$ cat src/rtl/cc_pkg.sv
// Cache controller shared definitions: AXI read-burst encodings, line geometry,
// and the miss request FSM state type.
package cc_pkg;

    localparam logic [1:0] AXI_BURST_WRAP = 2'b10;
    localparam logic [3:0] CC_ARLEN       = 4'd7;
    localparam logic [2:0] CC_ARSIZE      = 3'd3;

    localparam int OFFSET_W = 6;
    localparam int INDEX_W  = 9;
    localparam int TAG_W    = 17;

    typedef enum logic {
        MRQ_IDLE = 1'b0,
        MRQ_REQ  = 1'b1
    } miss_req_state_t;

    // Critical-word-first: the wrap burst starts at the 8-byte beat holding the miss.
    function automatic logic [31:0] beat_align(input logic [31:0] addr);
        return {addr[31:3], 3'b000};
    endfunction

endpackage

$ cat src/rtl/cc_outstanding_counter.sv
// Saturating up/down counter of in-flight line fills; simultaneous inc and dec
// cancel, and the count never leaves the range 0..MAX.
module cc_outstanding_counter #(
    parameter  int MAX   = 4,
    localparam int CNT_W = $clog2(MAX + 1)
) (
    input  logic             clk,
    input  logic             rst_n,
    input  logic             i_inc,
    input  logic             i_dec,
    output logic [CNT_W-1:0] o_cnt,
    output logic             o_full
);

    logic [CNT_W-1:0] r_cnt;
    logic             w_full;
    logic             w_empty;

    assign w_full  = (r_cnt == CNT_W'(MAX));
    assign w_empty = (r_cnt == '0);

    always_ff @(posedge clk or negedge rst_n) begin
        if (!rst_n) begin
            r_cnt <= '0;
        end else if (i_inc && !i_dec && !w_full) begin
            r_cnt <= r_cnt + CNT_W'(1);
        end else if (i_dec && !i_inc && !w_empty) begin
            r_cnt <= r_cnt - CNT_W'(1);
        end
    end

    assign o_cnt  = r_cnt;
    assign o_full = w_full;

endmodule

$ cat src/rtl/cc_miss_req_unit.sv
// Miss request issuer: accepts one miss, pushes its address to the miss FIFO and
// issues the matching 8-beat wrap read burst, bounded by the in-flight fill count.
module cc_miss_req_unit
    import cc_pkg::*;
#(
    parameter int MAX_OUTSTANDING = 4
) (
    input  logic        clk,
    input  logic        rst_n,
    input  logic        miss_valid_i,
    input  logic [31:0] miss_addr_i,
    output logic        miss_ready_o,
    input  logic        miss_addr_fifo_full_i,
    output logic        miss_addr_fifo_wren_o,
    output logic [31:0] miss_addr_fifo_wdata_o,
    output logic        mem_arvalid_o,
    input  logic        mem_arready_i,
    output logic [31:0] mem_araddr_o,
    output logic [3:0]  mem_arlen_o,
    output logic [2:0]  mem_arsize_o,
    output logic [1:0]  mem_arburst_o,
    input  logic        mem_rvalid_i,
    input  logic        mem_rready_i,
    input  logic        mem_rlast_i
);

    localparam int CNT_W = $clog2(MAX_OUTSTANDING + 1);

    miss_req_state_t  r_state;
    miss_req_state_t  w_state_nxt;
    logic [31:0]      r_addr;
    logic             r_wren;
    logic             w_accept;
    logic             w_fill_done;
    logic             w_cnt_full;
    logic [CNT_W-1:0] w_outst_cnt;

    assign w_accept    = miss_valid_i & miss_ready_o;
    assign w_fill_done = mem_rvalid_i & mem_rready_i & mem_rlast_i;

    cc_outstanding_counter #(
        .MAX (MAX_OUTSTANDING)
    ) u_cnt (
        .clk    (clk),
        .rst_n  (rst_n),
        .i_inc  (w_accept),
        .i_dec  (w_fill_done),
        .o_cnt  (w_outst_cnt),
        .o_full (w_cnt_full)
    );

    always_ff @(posedge clk or negedge rst_n) begin
        if (!rst_n) begin
            r_state <= MRQ_IDLE;
            r_addr  <= '0;
            r_wren  <= 1'b0;
        end else begin
            r_state <= w_state_nxt;
            r_wren  <= w_accept;
            if (w_accept) begin
                r_addr <= miss_addr_i;
            end
        end
    end

    always_comb begin
        w_state_nxt = r_state;
        case (r_state)
            MRQ_IDLE: if (w_accept)      w_state_nxt = MRQ_REQ;
            MRQ_REQ:  if (mem_arready_i) w_state_nxt = MRQ_IDLE;
            default:                     w_state_nxt = MRQ_IDLE;
        endcase
    end

    // The push is one-shot on the first REQ cycle; full was already checked at accept.
    assign miss_ready_o           = (r_state == MRQ_IDLE) & ~miss_addr_fifo_full_i & ~w_cnt_full;
    assign miss_addr_fifo_wren_o  = r_wren;
    assign miss_addr_fifo_wdata_o = r_addr;

    assign mem_arvalid_o = (r_state == MRQ_REQ);
    assign mem_araddr_o  = beat_align(r_addr);
    assign mem_arlen_o   = CC_ARLEN;
    assign mem_arsize_o  = CC_ARSIZE;
    assign mem_arburst_o = AXI_BURST_WRAP;

endmodule

$ cat config.mk
export PLATFORM = sky130hd
export DESIGN_NAME = cc_miss_req_unit
export DESIGN_NICKNAME = d
export VERILOG_FILES = /design/src/rtl/cc_pkg.sv /design/src/rtl/cc_outstanding_counter.sv /design/src/rtl/cc_miss_req_unit.sv
export SDC_FILE = /design/constraint.sdc
export NUM_CORES = 1
export LEC_CHECK = 0
export BUFFER_PORTS_ARGS = -buffer_cell sky130_fd_sc_hd__buf_4
export CAP_MARGIN = 30
export CORE_MARGIN = 5
export CORE_UTILIZATION = 30
export CTS_BUF_LIST = sky130_fd_sc_hd__clkbuf_4
export CTS_CLUSTER_SIZE = 25
export DETAILED_ROUTE_END_ITERATION = 12
export PLACE_DENSITY = 0.66
export SLEW_MARGIN = 20
export SYNTH_ARGS = -nofsm -noshare
export SYNTH_HDL_FRONTEND = slang
export SYNTH_SLANG_ARGS = --single-unit
$ cat constraint.sdc
create_clock -name clk -period 4.21 [get_ports clk]
set_input_delay 0.842 -clock clk [delete_from_list [all_inputs] [get_ports clk]]
set_output_delay 0.842 -clock clk [all_outputs]
set_load 0.01 [all_outputs]
==> run_results.csv, run 1 <==
group,metric,value,unit
status,status,"finished clean",
pwr,max-vdd-ir-drop,291,uV
sta,finalSetupViolations,0,
synth,synth-edff-count,0,
grt,grt-ovfl-total,0,
floorplan,die_y,88.3,um
grt,antenna_found_initial,0,
clocking,hold_buffers,0,
drt,routed_wirelength,4110,um
worst_setup_path,crit_arrival,2.82,ns
synth,syn_inst,210,
grt,grt_max_degree,39,
clocking,post_cts_buffers,0,
synth,post-synth-top-area-fraction,50.4,%
drt,viasPerCell,4.15,
clocking,cts_tree,"done",
clocking,clk_latency,0.32,ns
clocking,clockBufferDepth,2,
drt,vias,1485,
drt,first_iter_violations,28,
clocking,numClockSinks,37,
grt,grt_pass1_wl,6590,um
floorplan,start_util,30.9,%
worst_setup_path,r2r-start,"u_cnt.o_cnt[2]",
worst_setup_path,cp_cell_sequence,"buf_4, nor2_1, nand3_4, inv_2, nand2_1, fa_1, a2111oi_0, a311oi_1, nor3_1",
floorplan,dieArea,0.00779,mm2
final_layout,area_growth,33.2,%
synth,yosysWarnings,0,
sta,final_max_slew_viol_count,0,
sta,fmax,390,MHz
worst_setup_path,crit_type,"in2reg",
synth,synthTopCellsByArea,"dfrtp_1 (50%), nand2_1 (20%), buf_4 (17%)",
drt,final_antenna_net_count,0,
worst_setup_path,worst_setup_path_start_kind,"input pin",
clocking,clk_pin_slew,0.10,ns
synth,yosysUniqueCellTypes,26,
sta,period_share,60.9,%
clocking,cts.htree.levels,2,
synth,synth_ff_type,"dfrtp_1",
sta,hold_violations,0,
worst_setup_path,endpoint_kind,"register",
synth,synth_top_cell_by_area,"dfrtp_1",
worst_setup_path,path_max_fanout,36,
synth,synth_seq_cells,37,
sta,hold_slack,0.457,ns
drt,route.detailed.drc,0,
place,dpl.hpwl,3050,um
min_path,hold_class,"in2async",
place,port_buffers,103,
grt,grt_pass1_vias,1423,
sta,rsz0062_at_grt,"false",
synth,ys_seq_area_share,50.4,%
clocking,cts_resized,0,
sta,finClkSkew,0.00502,ns
sta,period_minus_slack,2.57,ns
synth,syn_avg_cell_area,8.75,um2
final_layout,nets,323,
grt,track_usage,10.5,%
worst_setup_path,cp-startpoint,"miss_addr_fifo_full_i",
drt,wire_per_inst,11.5,um
floorplan,core_area,0.00596,mm2
synth,synthesis.area,0.00184,mm2
floorplan,std_cell_rows,28,
pwr,powerDensity,694,mW/mm2
worst_setup_path,crit_slowest_cell,"fa_1",
worst_setup_path,crit_path_max_incr_delay,0.45,ns
pwr,leakage,1.38,nW
worst_setup_path,cp.required,4.46,ns
place,gp_congestion,0.726,
sta,fin_tns_setup,0,ns
synth,ys_top_cells_by_count,"nand2_1 (97), buf_4 (41), dfrtp_1 (37), buf_2 (6), nor2_1 (5)",
floorplan,io_pins,116,
job,drv_cap,0,
synth,async_flop_share,100,%
floorplan,die_x,88.3,um
clocking,cts-root-buf,"clkbuf_4",
pwr,total_power,1.70,mW
final_layout,num_antenna_cells,0,
final_layout,drive_above_1_share,40.3,%
drt,drtPass1Iterations,4,
clocking,cts-buffers-inserted,5,
synth,synthMostInstantiatedCell,"nand2_1",
==> path summary, 6_finish.rpt <==
kind / endpoint / slack [ns] / cells past startpoint
min in group clk: miss_addr_fifo_wdata_o[2] / 0.49 / 2
max in group asynchronous: miss_addr_fifo_wdata_o[12] / 3.43 / 1
min reg2reg: miss_addr_fifo_wdata_o[2] / 0.49 / 2
max reg2reg: u_cnt.o_cnt[2] / 1.81 / 8
min: miss_addr_fifo_wdata_o[17] / 0.46 / 1
max: u_cnt.o_cnt[2] / 1.64 / 9
==> stage by stage <==
stage	setup slack, ns	util (%)	area (um2)	instances
6_report	1.64	41.1	2450	358
5_1_grt	1.34	41.1	2450	358
4_1_cts	1.63	41.1	2450	358
3_5_place_dp	1.27	40.3	2400	350
3_3_place_gp	1.34	40.3	2400	350
2_1_floorplan	1.54	-	1880	220
==> layer usage <==
layer / up-vias / wire length [um] / GRT usage, %
met5: - / 0 / 0
met4: 0 / 10 / 2.88
met3: 2 / 517 / 4.00
met2: 73 / 1920 / 17.1
met1: 670 / 1670 / 13.0
li1: 740 / - / -
==> worst max-delay path: cells and delay by family <==
family,cells,cell delay (ns)
fa+ha+maj,1,0.45
simple gates,4,0.85
compound gates,2,0.42
buf+inv,2,0.24
==> cell families (layout without fill, tap and decap cells) <==
kind of cell    after synthesis  in the layout  share of synthesized area, %
mux                           1              1                         0.545
compound gates                7              7                          2.66
fa+ha+maj                     1              1                          1.09
simple gates                110            110                          24.8
flops                        37             37                          50.4
other cells                   2             12                         0.409
xor+xnor                      1              1                         0.477
buf+inv                      51            114                          19.6
==> registers in the layout (all words and copies together) (netlist names) <==
register	cells
mem_arvalid_o	1
miss_addr_fifo_wren_o	1
miss_addr_fifo_wdata_o	32
u_cnt.o_cnt	3
==> placed cells by master (no fill, tap or decap) <==
cell type,n
a21oi_1,1
clkinv_2,1
a2111oi_0,1
inv_2,1
nor3_1,2
xnor2_1,1
nor4b_2,1
a211oi_1,1
or3b_4,1
o21ai_0,2
inv_1,1
clkinv_1,2
and4_1,1
nand2_1,97
nor2_1,5
nand3_4,1
fa_1,1
o221ai_1,1
conb_1,12
mux2i_1,1
dfrtp_1,37
nand3_1,1
and2_1,1
a311oi_1,1
buf_4,104
clkbuf_4,5
==> report_power, final <==
part           internal (mW)  total, mW  switching (mW)
Clock                 0.0604      0.169           0.109
Combinational          0.462      0.869           0.407
Sequential             0.518      0.660           0.142
==> area by class of cell <==
type,instances,area [um2]
clock buffers,5,37.5
clock inverters,3,12.5
fillers,647,3510
inverters,2,7.51
multi-input cells,132,589
flip-flops and latches,37,926
well taps,75,93.8
repair buffers,104,781
Note: power is estimated with default switching activity, not from simulation.
==> run 2, diff against run 1 <==
ABC_AREA = 1   (was default)
PLACE_DENSITY = 0.68   (was 0.66)
clock period = 2.2 ns   (was 4.21 ns; I/O delays follow)
==> run_results.csv, run 2 <==
group,metric,value,unit
status,status,"finished clean",
synth,async_flop_share,100,%
worst_setup_path,cp_cell_sequence,"nor2_4, nand4_1, fa_1, inv_1, nand3_1, nand3_1, nand2_1, inv_1",
clocking,cts_resized,0,
worst_setup_path,reg2regPathDepth,8,
grt,grt-ovfl-total,0,
clocking,clk_pin_slew,0.11,ns
floorplan,start_util,30.9,%
place,dpl.hpwl,3260,um
sta,period_share,78.8,%
synth,synthTopCellsByArea,"dfrtp_1 (50%), nand2_1 (21%), buf_4 (18%)",
clocking,clk_latency,0.33,ns
pwr,max-vdd-ir-drop,547,uV
grt,track_usage,10.6,%
grt,grt_pass1_wl,6390,um
grt,grt_pass1_vias,1412,
pwr,internal-power,2.17,mW
floorplan,core_area,0.00596,mm2
final_layout,num_antenna_cells,0,
pwr,p_sw,1.31,mW
sta,period_minus_slack,1.73,ns
clocking,cts-root-buf,"clkbuf_4",
final_layout,post-route-util,41.4,%
clocking,numClockSinks,37,
clocking,clockBufferDepth,2,
synth,yosysWarnings,0,
synth,syn_inst,212,
sta,fmax,577,MHz
worst_setup_path,endpoint_kind,"register",
worst_setup_path,crit_path_max_incr_delay,0.48,ns
final_layout,fin_area,0.00247,mm2
pwr,switching_share,37.7,%
pwr,powerDensity,1410,mW/mm2
sta,fin_ws,0.467,ns
synth,ys_top_cells_by_count,"nand2_1 (102), buf_4 (44), dfrtp_1 (37), inv_1 (5), nand3_1 (5)",
pwr,sequentialPowerShare,36.8,%
min_path,hold_class,"in2async",
synth,syn_avg_cell_area,8.68,um2
clocking,cts-buffers-inserted,5,
drt,viasPerCell,4.09,
synth,synth-edff-count,0,
pwr,total_power,3.48,mW
place,gp_congestion,0.747,
worst_setup_path,crit_slowest_cell,"fa_1",
drt,route.detailed.drc,0,
floorplan,dieArea,0.00780,mm2
clocking,cts_tree,"done",
final_layout,final_common_cell,"buf_4",
synth,synth_ff_type,"dfrtp_1",
floorplan,die_x,88.3,um
clocking,hold_buffers,0,
drt,first_iter_violations,37,
sta,fin_tns_setup,0,ns
synth,ys_seq_area_share,50.3,%
clocking,post_cts_buffers,0,
place,port_buffers,103,
job,drv_cap,0,
grt,antenna_found_initial,0,
worst_setup_path,crit_arrival,2.01,ns
sta,hold_violations,0,
worst_setup_path,path_max_fanout,4,
grt,grt_max_degree,38,
worst_setup_path,crit_type,"reg2reg",
place,pre_cts_slack,0.391,ns
worst_setup_path,worst_setup_path_start_kind,"register",
drt,wire_per_inst,11.5,um
drt,drtPass1Iterations,4,
floorplan,die_y,88.3,um
drt,routed_wirelength,4160,um
synth,yosysUniqueCellTypes,17,
final_layout,final_cell_mix,"buf_4 (104), nand2_1 (102), dfrtp_1 (37)",
pwr,leakage,1.42,nW
drt,final_antenna_net_count,0,
floorplan,std_cell_rows,28,
final_layout,area_growth,34.1,%
worst_setup_path,cp.required,2.48,ns
pwr,power_frac_comb,50.1,%
synth,post-synth-top-area-fraction,50.3,%
synth,synthesis.area,0.00184,mm2
sta,final_max_slew_viol_count,0,
floorplan,io_pins,116,
final_layout,fillerInstances,621,
synth,synth_seq_cells,37,
clocking,cts.htree.levels,2,
synth,synthMostInstantiatedCell,"nand2_1",
place,place_area,0.00239,mm2
sta,rsz0062_at_grt,"false",
pwr,clkPwrFrac,13.2,%
final_layout,drive_above_1_share,41.1,%
final_layout,nets,327,
synth,synth_top_cell_by_area,"dfrtp_1",
sta,finalSetupViolations,0,
drt,vias,1482,
final_layout,largest_reg_flops,32,
sta,finClkSkew,0.00977,ns
run 2: cell count changes after synthesis, moves of 2 or more:
cell / delta
buf_4: +3
nor3_1: -2
nand2_1: +5
nand3_1: +4
nor2_1: -5
inv_1: +4
nand2_2: +3
nand4_1: +2
buf_2: -6
buf_6: +2
run 2: power groups by stage:
stage          logic (mW)  clock network, mW  registers, mW
6_report             1.74              0.458           1.28
5_1_grt              1.91              0.514           1.33
4_1_cts              1.79              0.487           1.29
3_5_place_dp         1.79                  0           1.30
3_3_place_gp         1.75                  0           1.28
2_1_floorplan       0.986                  0           1.40
run 2: metal layers:
layer  GRT usage, %  vias to the layer above  wire (um)
met1           12.4                      658       1640
met3           3.54                        6        481
li1               -                      736          -
met4           4.53                        0         59
met5              0                        -          0
met2           17.7                       82       1980
run 2: critical path: cells and delay by family (launching register included):
kind	cells	cell delay (ns)
adders and majority gates	1	0.48
and+or+nand+nor	5	0.62
buffers and inverters	2	0.14
DFF	1	0.44
run 2: worst paths after layout:
| path | to | from | slack, ns |
|---|---|---|---|
| setup / recovery | u_cnt.o_cnt[2] | mem_arvalid_o | 0.47 |
| hold / removal | miss_addr_fifo_wdata_o[7] | rst_n | 0.05 |
| setup reg to reg | u_cnt.o_cnt[2] | mem_arvalid_o | 0.47 |
| hold reg to reg | miss_addr_fifo_wdata_o[2] | miss_addr_fifo_wdata_o[2] | 0.50 |
| max in group asynchronous | miss_addr_fifo_wdata_o[15] | rst_n | 1.82 |
| min in group clk | mem_arvalid_o | mem_arready_i | 0.29 |
run 2: per-stage QoR:
step	cells	hold WS, ns
global route	362	0.0712
floorplan	222	0.144
finish	362	0.0525
detailed placement	354	0.430
global placement	354	0.428
CTS	362	0.0494
run 2: kinds of logic (layout without fill, tap and decap cells):
| family | count (synthesis) | after routing | synth area share [%] |
|---|---|---|---|
| AOI/OAI and AO/OA | 3 | 3 | 0.816 |
| and+or+nand+nor | 115 | 115 | 25.8 |
| adders and majority gates | 1 | 1 | 1.09 |
| xor gates and xnor gates | 1 | 1 | 0.476 |
| DFF | 37 | 37 | 50.3 |
| other | 2 | 12 | 0.408 |
| buffers and inverters | 53 | 118 | 21.1 |
run 2: layout make-up:
| type | count | area (um2) | area share [%] |
|---|---|---|---|
| flip-flops and latches | 37 | 926 | 37.5 |
| repair buffers | 104 | 781 | 31.6 |
| multi-input cells | 132 | 563 | 22.8 |
| well taps | 75 | 93.8 | 3.80 |
| clock buffers | 6 | 45.0 | 1.83 |
| clock inverters | 2 | 33.8 | 1.37 |
| inverters | 6 | 25.0 | 1.01 |
